**config.mk**
```make
export PLATFORM = sky130hd
export DESIGN_NAME = enigma_core
export DESIGN_NICKNAME = d
export VERILOG_FILES = /design/src/rtl/enigma_core.sv
export SDC_FILE = /design/constraint.sdc
export NUM_CORES = 1
export LEC_CHECK = 0
export ABC_AREA = 1
export CORE_AREA = 2 2 117 119
export CTS_CLUSTER_SIZE = 16
export DETAILED_ROUTE_END_ITERATION = 7
export DIE_AREA = 0 0 119 121
export PLACE_DENSITY = 0.75
export SETUP_SLACK_MARGIN = 0.4
export SYNTH_ARGS = -nofsm -noshare
export SYNTH_HDL_FRONTEND = slang
export SYNTH_SLANG_ARGS = --single-unit
```
**constraint.sdc**
```tcl
create_clock -name clk_i -period 45.5 [get_ports clk_i]
set_input_delay 4.55 -clock clk_i [delete_from_list [all_inputs] [get_ports clk_i]]
set_output_delay 4.55 -clock clk_i [all_outputs]
set_load 0.01 [all_outputs]
```
**src/rtl/enigma_core.sv**
```systemverilog
// ---------------------------------------------------------------------------
// enigma_core
//   Three-rotor Enigma I cipher engine: rotors I-II-III (left to right),
//   reflector B, ring settings fixed at A.  One plaintext symbol per cycle in,
//   enciphered symbol out a fixed two cycles later.
//
//   Handshake: a symbol is taken on any rising edge where en_val_i = 1,
//   load_i = 0 and 1 <= in_en_i <= 26.  There is no backpressure; the result
//   appears with encod_val_o = 1 exactly two cycles after acceptance.
//
// Ports
//   clk_i        rising-edge clock
//   rst_i        asynchronous active-high reset
//   in_en_i      plaintext symbol, 1..26 (A..Z)
//   en_val_i     in_en_i valid this cycle
//   load_i       load rotor start positions from pos_*_i (beats en_val_i)
//   pos_l_i      left rotor start position, 0..25 (larger values clamp to 25)
//   pos_m_i      middle rotor start position
//   pos_r_i      right rotor start position
//   out_en_o     enciphered symbol, 1..26; 0 when not valid
//   encod_val_o  out_en_o valid
//   wrg_symb_o   one-cycle pulse: the symbol presented last cycle was dropped
//   pos_o        registered rotor positions {l, m, r}
// ---------------------------------------------------------------------------
module enigma_core #(
    parameter int SYMB_W = 7
) (
    input  logic              clk_i,
    input  logic              rst_i,
    input  logic [SYMB_W-1:0] in_en_i,
    input  logic              en_val_i,
    input  logic              load_i,
    input  logic [4:0]        pos_l_i,
    input  logic [4:0]        pos_m_i,
    input  logic [4:0]        pos_r_i,
    output logic [SYMB_W-1:0] out_en_o,
    output logic              encod_val_o,
    output logic              wrg_symb_o,
    output logic [14:0]       pos_o
);

    // Wiring tables, index 0 = A.
    localparam logic [4:0] ROT_I [26] = '{5'd4, 5'd10, 5'd12, 5'd5, 5'd11, 5'd6, 5'd3, 5'd16, 5'd21,
        5'd25, 5'd13, 5'd19, 5'd14, 5'd22, 5'd24, 5'd7, 5'd23, 5'd20, 5'd18, 5'd15, 5'd0, 5'd8,
        5'd1, 5'd17, 5'd2, 5'd9};
    localparam logic [4:0] ROT_II [26] = '{5'd0, 5'd9, 5'd3, 5'd10, 5'd18, 5'd8, 5'd17, 5'd20, 5'd23,
        5'd1, 5'd11, 5'd7, 5'd22, 5'd19, 5'd12, 5'd2, 5'd16, 5'd6, 5'd25, 5'd13, 5'd15, 5'd24,
        5'd21, 5'd14, 5'd4, 5'd5};
    localparam logic [4:0] ROT_III [26] = '{5'd1, 5'd3, 5'd5, 5'd7, 5'd9, 5'd11, 5'd2, 5'd15, 5'd17,
        5'd19, 5'd23, 5'd21, 5'd25, 5'd13, 5'd24, 5'd4, 5'd8, 5'd22, 5'd6, 5'd0, 5'd10, 5'd12,
        5'd20, 5'd18, 5'd16, 5'd14};
    localparam logic [4:0] REF_B [26] = '{5'd24, 5'd17, 5'd20, 5'd7, 5'd16, 5'd18, 5'd11, 5'd3, 5'd15,
        5'd23, 5'd13, 5'd6, 5'd14, 5'd10, 5'd12, 5'd8, 5'd4, 5'd1, 5'd5, 5'd25, 5'd2, 5'd22,
        5'd21, 5'd9, 5'd0, 5'd19};

    localparam logic [1:0] SEL_I   = 2'd0;
    localparam logic [1:0] SEL_II  = 2'd1;
    localparam logic [1:0] SEL_III = 2'd2;
    localparam logic [1:0] SEL_REF = 2'd3;

    localparam logic [4:0] NOTCH_M = 5'd4;   // E on rotor II
    localparam logic [4:0] NOTCH_R = 5'd21;  // V on rotor III

    // Operands are always 0..25, so one conditional subtract keeps results in range.
    function automatic logic [4:0] add26(input logic [4:0] a, input logic [4:0] b);
        logic [5:0] s;
        s = {1'b0, a} + {1'b0, b};
        if (s >= 6'd26) s = s - 6'd26;
        return s[4:0];
    endfunction

    // Adds 26 before subtracting so the intermediate never goes negative.
    function automatic logic [4:0] sub26(input logic [4:0] a, input logic [4:0] b);
        logic [5:0] s;
        s = {1'b0, a} + 6'd26 - {1'b0, b};
        if (s >= 6'd26) s = s - 6'd26;
        return s[4:0];
    endfunction

    function automatic logic [4:0] lut(input logic [1:0] sel, input logic [4:0] idx);
        logic [4:0] v;
        case (sel)
            SEL_I:   v = ROT_I[idx];
            SEL_II:  v = ROT_II[idx];
            SEL_III: v = ROT_III[idx];
            default: v = REF_B[idx];
        endcase
        return v;
    endfunction

    function automatic logic [4:0] rot_fwd(input logic [1:0] sel, input logic [4:0] c,
                                           input logic [4:0] p);
        return sub26(lut(sel, add26(c, p)), p);
    endfunction

    // Inverse wiring is found by matching against the forward table, which
    // keeps a single source of truth for each rotor.
    function automatic logic [4:0] rot_inv(input logic [1:0] sel, input logic [4:0] c,
                                           input logic [4:0] p);
        logic [4:0] x;
        logic [4:0] j;
        x = add26(c, p);
        j = 5'd0;
        for (int k = 0; k < 26; k++) begin
            if (lut(sel, 5'(k)) == x) j = 5'(k);
        end
        return sub26(j, p);
    endfunction

    function automatic logic [4:0] inc26(input logic [4:0] a);
        return (a == 5'd25) ? 5'd0 : a + 5'd1;
    endfunction

    function automatic logic [4:0] clamp25(input logic [4:0] a);
        return (a > 5'd25) ? 5'd25 : a;
    endfunction

    logic [4:0]        r_pos_l, r_pos_m, r_pos_r;
    logic [4:0]        r_c;
    logic              r_s1_val;
    logic              r_wrg;
    logic [SYMB_W-1:0] r_out;
    logic              r_val;

    logic       w_sym_ok, w_accept, w_drop;
    logic       w_step_m, w_step_l;
    logic [4:0] w_c0;
    logic [4:0] w_c1, w_c2, w_c3, w_c4, w_c5, w_c6, w_c7;

    assign w_sym_ok = (in_en_i >= SYMB_W'(1)) && (in_en_i <= SYMB_W'(26));
    assign w_accept = en_val_i && !load_i && w_sym_ok;
    assign w_drop   = en_val_i && (load_i || !w_sym_ok);
    assign w_c0     = in_en_i[4:0] - 5'd1;

    // Middle rotor double-steps: it moves when the right rotor sits on its
    // notch and again when it sits on its own notch (carrying the left rotor).
    assign w_step_m = (r_pos_r == NOTCH_R) || (r_pos_m == NOTCH_M);
    assign w_step_l = (r_pos_m == NOTCH_M);

    // Stage 2 path; r_pos_* already hold the stepped positions for r_c.
    assign w_c1 = rot_fwd(SEL_III, r_c,  r_pos_r);
    assign w_c2 = rot_fwd(SEL_II,  w_c1, r_pos_m);
    assign w_c3 = rot_fwd(SEL_I,   w_c2, r_pos_l);
    assign w_c4 = lut(SEL_REF, w_c3);
    assign w_c5 = rot_inv(SEL_I,   w_c4, r_pos_l);
    assign w_c6 = rot_inv(SEL_II,  w_c5, r_pos_m);
    assign w_c7 = rot_inv(SEL_III, w_c6, r_pos_r);

    // Stage 1: capture the symbol and advance (or load) the rotor positions.
    always_ff @(posedge clk_i or posedge rst_i) begin
        if (rst_i) begin
            r_pos_l  <= 5'd0;
            r_pos_m  <= 5'd0;
            r_pos_r  <= 5'd0;
            r_c      <= 5'd0;
            r_s1_val <= 1'b0;
            r_wrg    <= 1'b0;
        end else begin
            r_s1_val <= w_accept;
            r_wrg    <= w_drop;
            if (w_accept) r_c <= w_c0;
            if (load_i) begin
                r_pos_l <= clamp25(pos_l_i);
                r_pos_m <= clamp25(pos_m_i);
                r_pos_r <= clamp25(pos_r_i);
            end else if (w_accept) begin
                r_pos_r <= inc26(r_pos_r);
                if (w_step_m) r_pos_m <= inc26(r_pos_m);
                if (w_step_l) r_pos_l <= inc26(r_pos_l);
            end
        end
    end

    // Stage 2: register the enciphered symbol.
    always_ff @(posedge clk_i or posedge rst_i) begin
        if (rst_i) begin
            r_out <= '0;
            r_val <= 1'b0;
        end else begin
            r_val <= r_s1_val;
            r_out <= r_s1_val ? (SYMB_W'(w_c7) + SYMB_W'(1)) : '0;
        end
    end

    assign out_en_o    = r_out;
    assign encod_val_o = r_val;
    assign wrg_symb_o  = r_wrg;
    assign pos_o       = {r_pos_l, r_pos_m, r_pos_r};

endmodule

```
After elaboration in Yosys (flattened, before gate mapping):

Memories as Yosys holds them, arrays and structs flattened.
Cells that the tools add are included.

* register bits: 29
* bits in read-only memories: 640
* bits of input ports: 26
* output and inout bits: 24
* memories: 4

Memories
* (name not given): depth 32, bits a word 5, read ports 1, clocked after memory_dff 0, write ports 0, RTL line 86 `default: v = REF_B[idx];`
* (name not given): depth 32, bits a word 5, read ports 1, clocked after memory_dff 0, write ports 0, RTL line 83 `SEL_I: v = ROT_I[idx];`
* (name not given): depth 32, bits a word 5, read ports 1, clocked after memory_dff 0, write ports 0, RTL line 84 `SEL_II: v = ROT_II[idx];`
* (name not given): depth 32, bits a word 5, read ports 1, clocked after memory_dff 0, write ports 0, RTL line 85 `SEL_III: v = ROT_III[idx];`

* $add $sub $neg: 35
* order comparisons: 21
* equality and inequality tests: 78
* mux-type cells: 110
* bitwise gates (word level): 4
* reduce and logical (&&, ||, !) cells: 15

Operator list (number)
* 5-bit two-way mux: 106
* 5-bit == test (first input constant): 30
* 4-bit by 5-bit == test with 1-bit output (first input constant): 24
* 6-bit by 5-bit greater-or-equal comparator with 1-bit output (second input constant): 12
* 5-bit subtractor (second input constant): 12
* 3-bit by 5-bit == test with 1-bit output (first input constant): 11
* 5-bit by 5-bit adder with 6-bit output: 6
* 5-bit by 5-bit adder with 6-bit output (second input constant): 6
* 6-bit by 5-bit subtractor with 6-bit output: 6
* 2-bit by 5-bit == test with 1-bit output (first input constant): 6
* 6-bit greater-or-equal comparator (second input constant): 4
* 5-bit NOT with 6-bit output: 4
* 5-bit == test (second input constant): 4
* 5-bit by 1-bit adder with 5-bit output (second input constant): 3
* 5-bit greater-than comparator (second input constant): 3
* 1-bit by 5-bit == test with 1-bit output (first input constant): 2
* 5-bit zero test: 2
* 7-bit by 1-bit greater-or-equal comparator with 1-bit output (second input constant): 1
* 7-bit by 5-bit <= comparator with 1-bit output (second input constant): 1
* 5-bit by 1-bit adder with 6-bit output (second input constant): 1
* 6-bit two-way mux: 1
* 2-bit nonzero test: 3
* 5-bit by 3-bit == test with 1-bit output (second input constant): 1
* 5-bit by 1-bit subtractor with 5-bit output (second input constant): 1
* 5 further kinds: 13

Depth between registers and ports, before layout:

Gate-level depths: netlist of the first run.

* word-level depth: 138
* mapped depth: 183

Worst setup path after synthesis of the first run:

No wires, ideal clock.

* kind: flip-flop to flip-flop
* from: reg r_pos_r[0]
* to: reg r_out[4], in the netlist out_en_o[4]
* library setup time: 0.113 ns
* arrival: 25.108 ns
* data required time: 45.387 ns
* setup slack: 20.278 ns
* stages on the path, launching flop included: 162
* path buffers: 0
* clock period less this slack: 25.222 ns
* cells stage by stage: dfrtp_1 -> ha_1 -> fa_1 -> a21oi_1 -> o21ai_0 -> xor2_1 -> o21ai_2 -> xor2_1 -> inv_1 -> ha_1 -> nand2_1 -> o211ai_1 -> a22oi_1 -> ha_1 -> inv_1 -> ha_1 -> inv_1 -> fa_1 -> [... 126 more ...] -> nand2_1 -> nor4_1 -> ha_1 -> inv_1 -> ha_1 -> inv_1 -> fa_1 -> o21ai_1 -> xnor2_1 -> nand2_1 -> o311ai_2 -> xor2_1 -> ha_1 -> and2_1 -> nand2_1 -> xor2_1 -> nand2_1 -> inv_1

* longest elaborated chain between the ends: 138

Ends and longest elaborated chain
* start: declaration: RTL line 118 `logic [4:0] r_pos_l, r_pos_m, r_pos_r;`
* start signal: assignment: RTL line 165 `r_pos_r <= clamp25(pos_r_i);`
* start signal: assignment: RTL line 167 `r_pos_r <= inc26(r_pos_r);`
* 5-bit by 5-bit adder with 6-bit output: RTL line 67 `s = {1'b0, a} + {1'b0, b};`
* 5-bit subtractor / 6-bit by 5-bit greater-or-equal comparator with 1-bit output (equally long branches): RTL line 68 `if (s >= 6'd26) s = s - 6'd26;`
* 5-bit two-way mux: RTL line 68
* 5-bit NOT with 6-bit output
* memory read 32 x 5 bit
* 5-bit two-way mux (implied by the code) (2 in series): RTL line 85
* 5-bit by 5-bit adder with 6-bit output: RTL line 75 `s = {1'b0, a} + 6'd26 - {1'b0, b};`
* 6-bit by 5-bit subtractor with 6-bit output: RTL line 75
* [... 98 more ...]
* 1-bit two-way mux: RTL line 105 `if (lut(sel, 5'(k)) == x) j = 5'(k);`
* 5-bit two-way mux (24 in series): RTL line 105
* 5-bit by 5-bit adder with 6-bit output: RTL line 75
* 6-bit by 5-bit subtractor with 6-bit output *: RTL line 75
* 5-bit subtractor / 6-bit by 5-bit greater-or-equal comparator with 1-bit output (equally long branches): RTL line 76 `if (s >= 6'd26) s = s - 6'd26;`
* 5-bit two-way mux *: RTL line 76
* 5-bit by 1-bit adder with 6-bit output *: RTL line 181 `r_out <= r_s1_val ? (SYMB_W'(w_c7) + SYMB_W'(1)) : '0;`
* 6-bit two-way mux *: RTL line 181
* end signal: assignment: RTL line 181
* end: declaration: RTL line 122 `logic [SYMB_W-1:0] r_out;`

Every way passes the cells marked *; elsewhere a longest branch is shown, timed or not. The select of a mux whose other input is x is not followed.
A chain may end at the register's enable or synchronous reset.

Worst setup path after layout of the first run:

Ends and elaborated chain as after synthesis.

==> run metrics, run 1 <==
status finished clean; DP Wirelength 13.42 mm; Core Util, Final 0.6194; Mapped Cells 1107; PortBufs 48; crit start category register; Skew-Pair Late Insertion Delay 0.28 ns; GRT busiest layer met2; sequential area share after synthesis 0.1002; met3 Resource Use GR 0.03336; residual DRC count 0; # clock sinks 29; worst min-delay path startpoint r_c[2]; final net count 1326; Worst-Margin Slew 0.6443 ns; Worst R2R Path Depth 157; reg-to-reg startpoint r_pos_r[0]; first-pass GRT wire length 28.72 mm; fmax 0.03561 GHz; Vias 7052; Synth area leader ha_1; WHS Path Cells 2; clock skew 0.002441 ns; WP data required 45.67 ns; CTS buffer count 5; #FFs+latches synth 29; Total GRT Usage 0.2340; Critical Path AT 28.26 ns; hold_ws 0.4997 ns; flop2flop setup slack 17.42 ns; Mapped Area 0.007244 sq mm; Avg WL per Cell 12.20 microns; Mean Syn Cell Area 6.544 sq um; fraction of layout cells with a size suffix above 1 0.05431; kind of critical path reg -> reg; hold_buf cts 0; Hold Path Class reg -> reg; Final period util 0.6172; WL final 16.30 mm; I/O Pins 50; Unique masters post-synth 65; Ys Warns 0; most frequent cells in the layout 226 x nand2_1, 208 x inv_1, 129 x ha_1, 99 x nor2_1, 67 x o21ai_0; min cycle time layout 28.08 ns; largest net degree at the start of global routing 30; CP Capture Type register; largest stage delay on the critical path 0.53 ns; M1 GR Usage 0.2903; max-slew violations 0; RSZ-0062 raised after global routing false; fill cell count 1240; Final Setup Violations 0; r2r endpoint out_en_o[4]; number of diodes 0; vias in the first global route 6638; final RePlAce weighted congestion 0.9315; Worst path slowest cell dfrtp_1; overflow left after global routing 0; Root Buffer clkbuf_16; drt first pass iters 5; Post-synth EDFFs 0; Main synth FF type dfrtp_1; Initial DRC Count 354; Critical path origin r_pos_r[0]; die width 119 microns; Hold Path End r_c[2]; die area 0.01440 sq mm; Slew Limit Headroom 0.5690; clk slew on worst S/H paths 0.05 ns; Initial Util 0.5536; post-CTS setup buffer count 0; initial antenna violation count 0; GRT met2 Usage 0.4343; Hold Violations, Final 0; area of the core 0.01309 sq mm; area fraction of the dominant cell type after synthesis 0.2228; # resized after CTS 0; syn_nets 1274; top cells by area, synth ha_1 22%, nand2_1 12%, inv_1 11%; crit-path max FO 10; MaxCap Viol Count 0; H-tree depth 2; leading cell type in the layout, fill and taps excluded nand2_1; clock tree buffer depth 2; Die Y 121 microns; TritonCTS clock tree done; Final TNS setup 0 ns; Post-synth ARST share 1.000; antenna-violating nets left 0; Row Count 42; area grow syn2layout 11.88%; Seq. cell area 725.7 sq um; CP dominant cell by count nand2_1; Vias/cell 5.278; area of the multi-input gates 0.005672 sq mm
## metal layers
| metal | part of all wire | wire, microns | vias to the layer above |
|---|---|---|---|
| met2 | 0.49 | 8007 | 159 |
| li1 | - | - | 3733 |
| met5 | 0 | 0 | - |
| met3 | 0.050 | 818 | 11 |
| met1 | 0.45 | 7365 | 3149 |
| met4 | 0.0065 | 106 | 0 |
## worst max-delay path: cells and delay by family, from the launching register on
| kind | cells | cell delay [ns] |
|---|---|---|
| XOR/XNOR | 21 | 5.07 |
| AO/OA/AOI/OAI | 27 | 4.55 |
| AND/OR/NAND/NOR | 52 | 6.62 |
| buffers and inverters | 26 | 2.04 |
| adder cells (fa/ha/maj) | 31 | 9.15 |
| flip-flops | 1 | 0.53 |
## synthesized netlist by cell type (3+ instances only)
cell type	count
o211ai_1	7
or2_2	7
a31oi_1	3
o21ai_1	7
mux2i_1	4
nand2_4	3
fa_1	12
nand2_1	226
a22oi_1	3
nand2_2	7
o21ai_2	7
nor2_2	3
nand3_2	4
nor3_1	14
a21oi_1	63
ha_1	129
nand3_1	50
xor2_2	3
o21a_1	3
o31ai_1	4
nor2_1	99
xnor2_1	17
xor2_1	41
inv_1	208
o311ai_0	7
o21ai_0	67
dfrtp_1	29
inv_2	5
nand3b_1	5
o22ai_1	10
nand4_1	16
## cell families (layout without fill, tap and decap cells)
kind of cell               count (synthesis)  count (layout)  synth area share
and+or+nand+nor                          448             448            0.2743
buffers and inverters                    221             274            0.1169
AOI/OAI and AO/OA                        201             201            0.1675
adders and majority gates                141             141            0.2560
xor gates and xnor gates                  62              62           0.07910
DFF                                       29              29            0.1002
muxes                                      4               4          0.005527
other                                      1               1         0.0005176
## state kept, by name, indices dropped and copies added (netlist names)
| signal | count |
|---|---|
| wrg_symb_o | 1 |
| r_c | 5 |
| r_s1_val | 1 |
| out_en_o | 6 |
| r_pos_l | 5 |
| r_pos_r | 5 |
| r_pos_m | 5 |
| encod_val_o | 1 |
## through the flow
step	setup WS, ns	instance area [sq um]	cells
after global routing	14.45	8105	1336
final	17.42	8105	1336
after floorplan	20.28	7244	1107
after detailed placement	17.48	7929	1328
after CTS	17.33	8105	1336
after global placement	17.86	7929	1328
## worst max path at each step
stage / to / slack [ns] / cells past startpoint
final: out_en_o[4] / 17.42 / 157
after global placement: out_en_o[4] / 17.86 / 159
after floorplan: out_en_o[4] / 20.28 / 161
after global routing: out_en_o[4] / 14.45 / 159
after detailed placement: out_en_o[4] / 17.48 / 161
after CTS: out_en_o[4] / 17.33 / 157
## layout make-up
class / count / area share
multi-input cells: 857 / 0.6998
inverters: 216 / 0.1006
flip-flops and latches: 29 / 0.08953
repair buffers: 50 / 0.06113
well taps: 176 / 0.02717
clock buffers: 6 / 0.01713
clock inverters: 2 / 0.004631
Power of run 1 is left out: the tool's default activity adds up to more than one toggle a clock period on the data nets, which glitch-free logic cannot reach.
==> run 2, diff against run 1 <==
==> constraint.sdc (replaced) <==
create_clock -name clk_i -period 25.9 [get_ports clk_i]
set_input_delay 2.59 -clock clk_i [delete_from_list [all_inputs] [get_ports clk_i]]
set_output_delay 2.59 -clock clk_i [all_outputs]
set_load 0.01 [all_outputs]
==> run 2 against run 1 <==
Fmax up 8.8%. Clock skew up 0.0020 ns. Design area up 35%. First-iteration DRC count up 110%. Hold slack worse by 0.0037 ns. Register-to-register slack worse by 17 ns. Sequential share of layout area down 2.3 points. Core utilization up 22 points. Count of clock-buffer cells in the layout unchanged. Cell count up 12%.
==> run metrics, run 2 (synthesis results as in run 1) <==
drt first pass iters 5; flop2flop setup slack 0.08 ns; RSZ-0062 raised after global routing true; final critical-path setup slack 0.07612 ns; placed insts 1396; final RePlAce weighted congestion 0.9203; H-tree depth 2; clk slew on worst S/H paths 0.06 ns; WL final 24.58 mm; number of diodes 0; die area 0.01440 sq mm; CP Capture Type register; Worst-Margin Slew 0.6076 ns; Row Count 42; CP delay by family, top adder cells; Layout Cells excl Fill 1492; pre-CTS setup slack -1.161 ns; Worst path slowest cell fa_2; I/O Pins 50; clock tree buffer depth 2; Avg WL per Cell 16.48 microns; Slew Limit Headroom 0.5906; kind of critical path reg -> reg; largest net degree at the start of global routing 30; final net count 1482; Hold Violations, Final 0; overflow left after global routing 0; Bufs and invs on worst path 36; Die Y 121 microns; max FFs per register 6; fill cell count 735; Vias/cell 5.751; TritonCTS clock tree done; leading cell type in the layout, fill and taps excluded inv_1; hold_buf cts 0; Final period util 0.9971; initial antenna violation count 0; Skew-Pair Late Insertion Delay 0.28 ns; CTS buffer count 5; Hold Path Class reg -> reg; PortBufs 48; vias in the first global route 7798; DP Wirelength 14.15 mm; MaxCap Viol Count 0; crit start category register; Initial DRC Count 743; clock skew 0.004448 ns; area of the core 0.01309 sq mm; # clock sinks 29; Final Setup Violations 0; crit-path max FO 9; residual DRC count 0; fraction of layout cells with a size suffix above 1 0.3830; Root Buffer clkbuf_16; fmax 0.03872 GHz; max-slew violations 0; Seq. cell area 726.9 sq um; die width 119 microns; Total GRT Usage 0.2680; status finished clean; Critical Path AT 26.00 ns; area grow syn2layout 51.30%; min cycle time layout 25.82 ns; area of the multi-input gates 0.007236 sq mm; first-pass GRT wire length 32.77 mm; Initial Util 0.5536; Vias 8581; most frequent cells in the layout 169 x inv_1, 161 x nand2_1, 132 x buf_4, 90 x ha_1, 70 x nor2_1; WP data required 26.08 ns; antenna-violating nets left 0; largest stage delay on the critical path 0.46 ns
## run 2: cell types whose count changed in the layout (fill, tap and decap cells not counted), moves of 31 or more
cell	delta
buf_4	+130
nand2_1	-65
nand2_2	+43
ha_1	-39
inv_1	-39
inv_2	+35
a21oi_1	-31
## run 2: layout make-up
type | instances | share of cell area
Inverter | 216 | 0.07557
Tap cell | 176 | 0.02009
Timing Repair Buffer | 206 | 0.1618
Multi-Input combinational cell | 857 | 0.6602
Clock buffer | 6 | 0.01267
Sequential cell | 29 | 0.06632
Clock inverter | 2 | 0.003425
## run 2: worst reg2reg max path, delay by kind of cell (launching register included)
kind,cells,cell delay [ns]
AO/OA/AOI/OAI,33,5.05
XOR/XNOR,16,3.14
adder cells (fa/ha/maj),26,7.47
buffers and inverters,36,3.39
flip-flops,1,0.45
AND/OR/NAND/NOR,52,6.25
## run 2: final timing paths
check	end	from	depth (start not counted)
worst max-delay path	out_en_o[4]	r_pos_r[1]	163
worst min-delay path	r_c[3]	r_c[3]	2
worst max register to register	out_en_o[4]	r_pos_r[1]	163
worst min register to register	r_c[3]	r_c[3]	2
max in group asynchronous	r_pos_r[1]	rst_i	3
min in group asynchronous	wrg_symb_o	rst_i	3
## run 2: what timing repair did
action                     in CTS  in global routing
gates resized for setup       135                290
cloned                          0                  0
setup endpoints to repair       5                  6
pin swaps                      99                192
setup buffers                  45                 43
## run 2: metrics by stage
stage	hold slack [ns]	util	area, sq um	TNS (ns)
final	0.4959	0.8376	10960	0
after global routing	0.5282	0.8376	10960	-6.231
after CTS	0.4961	0.7242	9477	0
after detailed placement	0.4802	0.6450	8439	-4.742
after global placement	0.4590	0.6450	8439	-2.033
after floorplan	0.4338	-	7244	0
## run 2: metal layers
| layer | routed length (microns) | part of all wire | GRT usage |
|---|---|---|---|
| met5 | 0 | 0 | 0 |
| met4 | 1293 | 0.053 | 0.09077 |
| met3 | 1633 | 0.066 | 0.04323 |
| met2 | 12770 | 0.52 | 0.5172 |
| met1 | 8889 | 0.36 | 0.2958 |
Power of run 2 is left out for the same reason.
==> run 3, diff against run 2 <==
--- a/config.mk
+++ b/config.mk
@@ -6,11 +6,13 @@
 export NUM_CORES = 1
 export LEC_CHECK = 0
 export ABC_AREA = 1
-export CORE_AREA = 2 2 117 119
+export CELL_PAD_IN_SITES_DETAIL_PLACEMENT = 0
+export CELL_PAD_IN_SITES_GLOBAL_PLACEMENT = 1
+export CORE_AREA = 2 2 132 134
 export CTS_CLUSTER_SIZE = 16
 export DETAILED_ROUTE_END_ITERATION = 7
-export DIE_AREA = 0 0 119 121
-export PLACE_DENSITY = 0.75
+export DIE_AREA = 0 0 134 136
+export PLACE_DENSITY = 0.81
 export SETUP_SLACK_MARGIN = 0.4
 export SYNTH_ARGS = -nofsm -noshare
 export SYNTH_HDL_FRONTEND = slang
==> run 3 against run 2 <==
Hold slack worse by 0.018 ns. Sequential cell count is the same. Setup slack better by 0.49 ns. Cell count is 9.9% higher. Clock skew up 0.0018 ns. Routed wire length fell by 12%. Register-to-register slack better by 0.49 ns. First-iteration DRC count shrank 49%. Critical path depth increased by 9. Sequential share of layout area decreased by 0.28 points. Largest cell class unchanged. Highest routed layer unchanged.
==> run metrics, run 3 (synthesis results as in run 1) <==
Row Count 48; drt first pass iters 5; WP data required 26.08 ns; max FFs per register 6; final net count 1581; max-slew violations 0; Design Area, Final 0.01145 sq mm; RSZ-0062 raised after global routing true; Total GRT Usage 0.2162; CP dominant cell by count nand2_2; largest stage delay on the critical path 0.42 ns; clock skew 0.006259 ns; die area 0.01822 sq mm; Vias/cell 5.046; Hold Violations, Final 0; pre-CTS setup slack -0.3256 ns; fmax 0.03948 GHz; most frequent cells in the layout 242 x buf_4, 179 x inv_1, 162 x nand2_1, 104 x ha_1, 68 x nor2_1; Slew Limit Headroom 0.6349; placed insts 1584; Hold Path Class reg -> reg; Worst R2R Path Depth 172; antenna-violating nets left 0; final RePlAce weighted congestion 0.8837; Critical path origin r_c[0]; residual DRC count 0; first-pass GRT wire length 32.93 mm; min cycle time layout 25.33 ns; crit start category register; initial antenna violation count 0; final critical-path setup slack 0.5688 ns; Final Setup Violations 0; die width 134 microns; Initial Util 0.4293; Die Y 136 microns; number of diodes 0; Placed Instance Area 0.009544 sq mm; Skew-Pair Late Insertion Delay 0.29 ns; clk slew on worst S/H paths 0.05 ns; Worst-Margin Slew 0.5408 ns; Critical Path AT 25.51 ns; CTS buffer count 5; hold_buf cts 0; r2r endpoint out_en_o[4]; overflow left after global routing 0; crit-path max FO 6; leading cell type in the layout, fill and taps excluded buf_4; Root Buffer clkbuf_16; vias in the first global route 7644; Vias 8275; Initial DRC Count 379; TritonCTS clock tree done; kind of critical path reg -> reg; WL final 21.66 mm; I/O Pins 50; Final period util 0.9780; PortBufs 48; Worst path slowest cell fa_2; Layout Cells excl Fill 1640; fraction of layout cells with a size suffix above 1 0.4028; # clock sinks 29; area of the core 0.01688 sq mm; Avg WL per Cell 13.21 microns; H-tree depth 2; CP Capture Type register; DP Wirelength 15.61 mm; area grow syn2layout 58.00%; Critical Path Sink out_en_o[4]; reg-to-reg startpoint r_c[0]; MaxCap Viol Count 0; clock tree buffer depth 2; largest net degree at the start of global routing 30; flop2flop setup slack 0.57 ns; status finished clean
==> run 3: changes by cell type in the layout (fill, tap and decap cells not counted), sizes merged <==
cell  previous run  this run
buf            158       257
==> run 3: cell type report <==
class                           instances  area (sq um)
Timing Repair Buffer                  305          2466
Multi-Input combinational cell        857          6964
Fill cell                            1386          5430
Clock inverter                          2         37.54
Clock buffer                            6         138.9
Inverter                              216         830.8
Sequential cell                        29         726.9
Tap cell                              225         281.5
==> run 3: repair_timing <==
item,4_1_cts,5_1_grt
gates cloned,0,0
gates resized for setup,84,273
endpoints found under the setup margin,5,6
pin swaps,68,184
setup buffers,17,31
==> run 3: worst min path at each step <==
| stage | start | to | slack (ns) | cells past startpoint |
|---|---|---|---|---|
| final | r_c[3] | r_c[3] | 0.48 | 2 |
| after global routing | r_c[3] | r_c[3] | 0.51 | 2 |
| after CTS | r_c[3] | r_c[3] | 0.49 | 2 |
| after detailed placement | r_c[3] | r_c[3] | 0.47 | 2 |
| after floorplan | r_s1_val | encod_val_o | 0.43 | 0 |
| after global placement | r_c[3] | r_c[3] | 0.46 | 2 |
==> run 3: layer usage <==
metal | up-vias | part of all wire | track usage
met5 | - | 0 | 0
met4 | 0 | 0.017 | 0.03901
met3 | 31 | 0.039 | 0.03095
met2 | 158 | 0.52 | 0.4080
met1 | 3836 | 0.42 | 0.2622
li1 | 4250 | - | -
==> run 3: critical path: cells and delay by family, from the launching register on <==
family | cells | cell delay [ns]
AOI/OAI and AO/OA | 31 | 4.15
xor gates and xnor gates | 13 | 2.38
adders and majority gates | 29 | 7.82
buffers and inverters | 32 | 2.81
DFF | 1 | 0.41
muxes | 3 | 0.53
and+or+nand+nor | 64 | 7.11
==> run 3: through the flow <==
stage | TNS (ns) | hold WS [ns] | utilization
final | 0 | 0.4777 | 0.6782
after CTS | 0 | 0.4861 | 0.6036
after detailed placement | -1.008 | 0.4726 | 0.5655
after global placement | 0 | 0.4604 | 0.5655
after global routing | -4.713 | 0.5054 | 0.6782
after floorplan | 0 | 0.4338 | -
Power of run 3 is left out for the same reason.
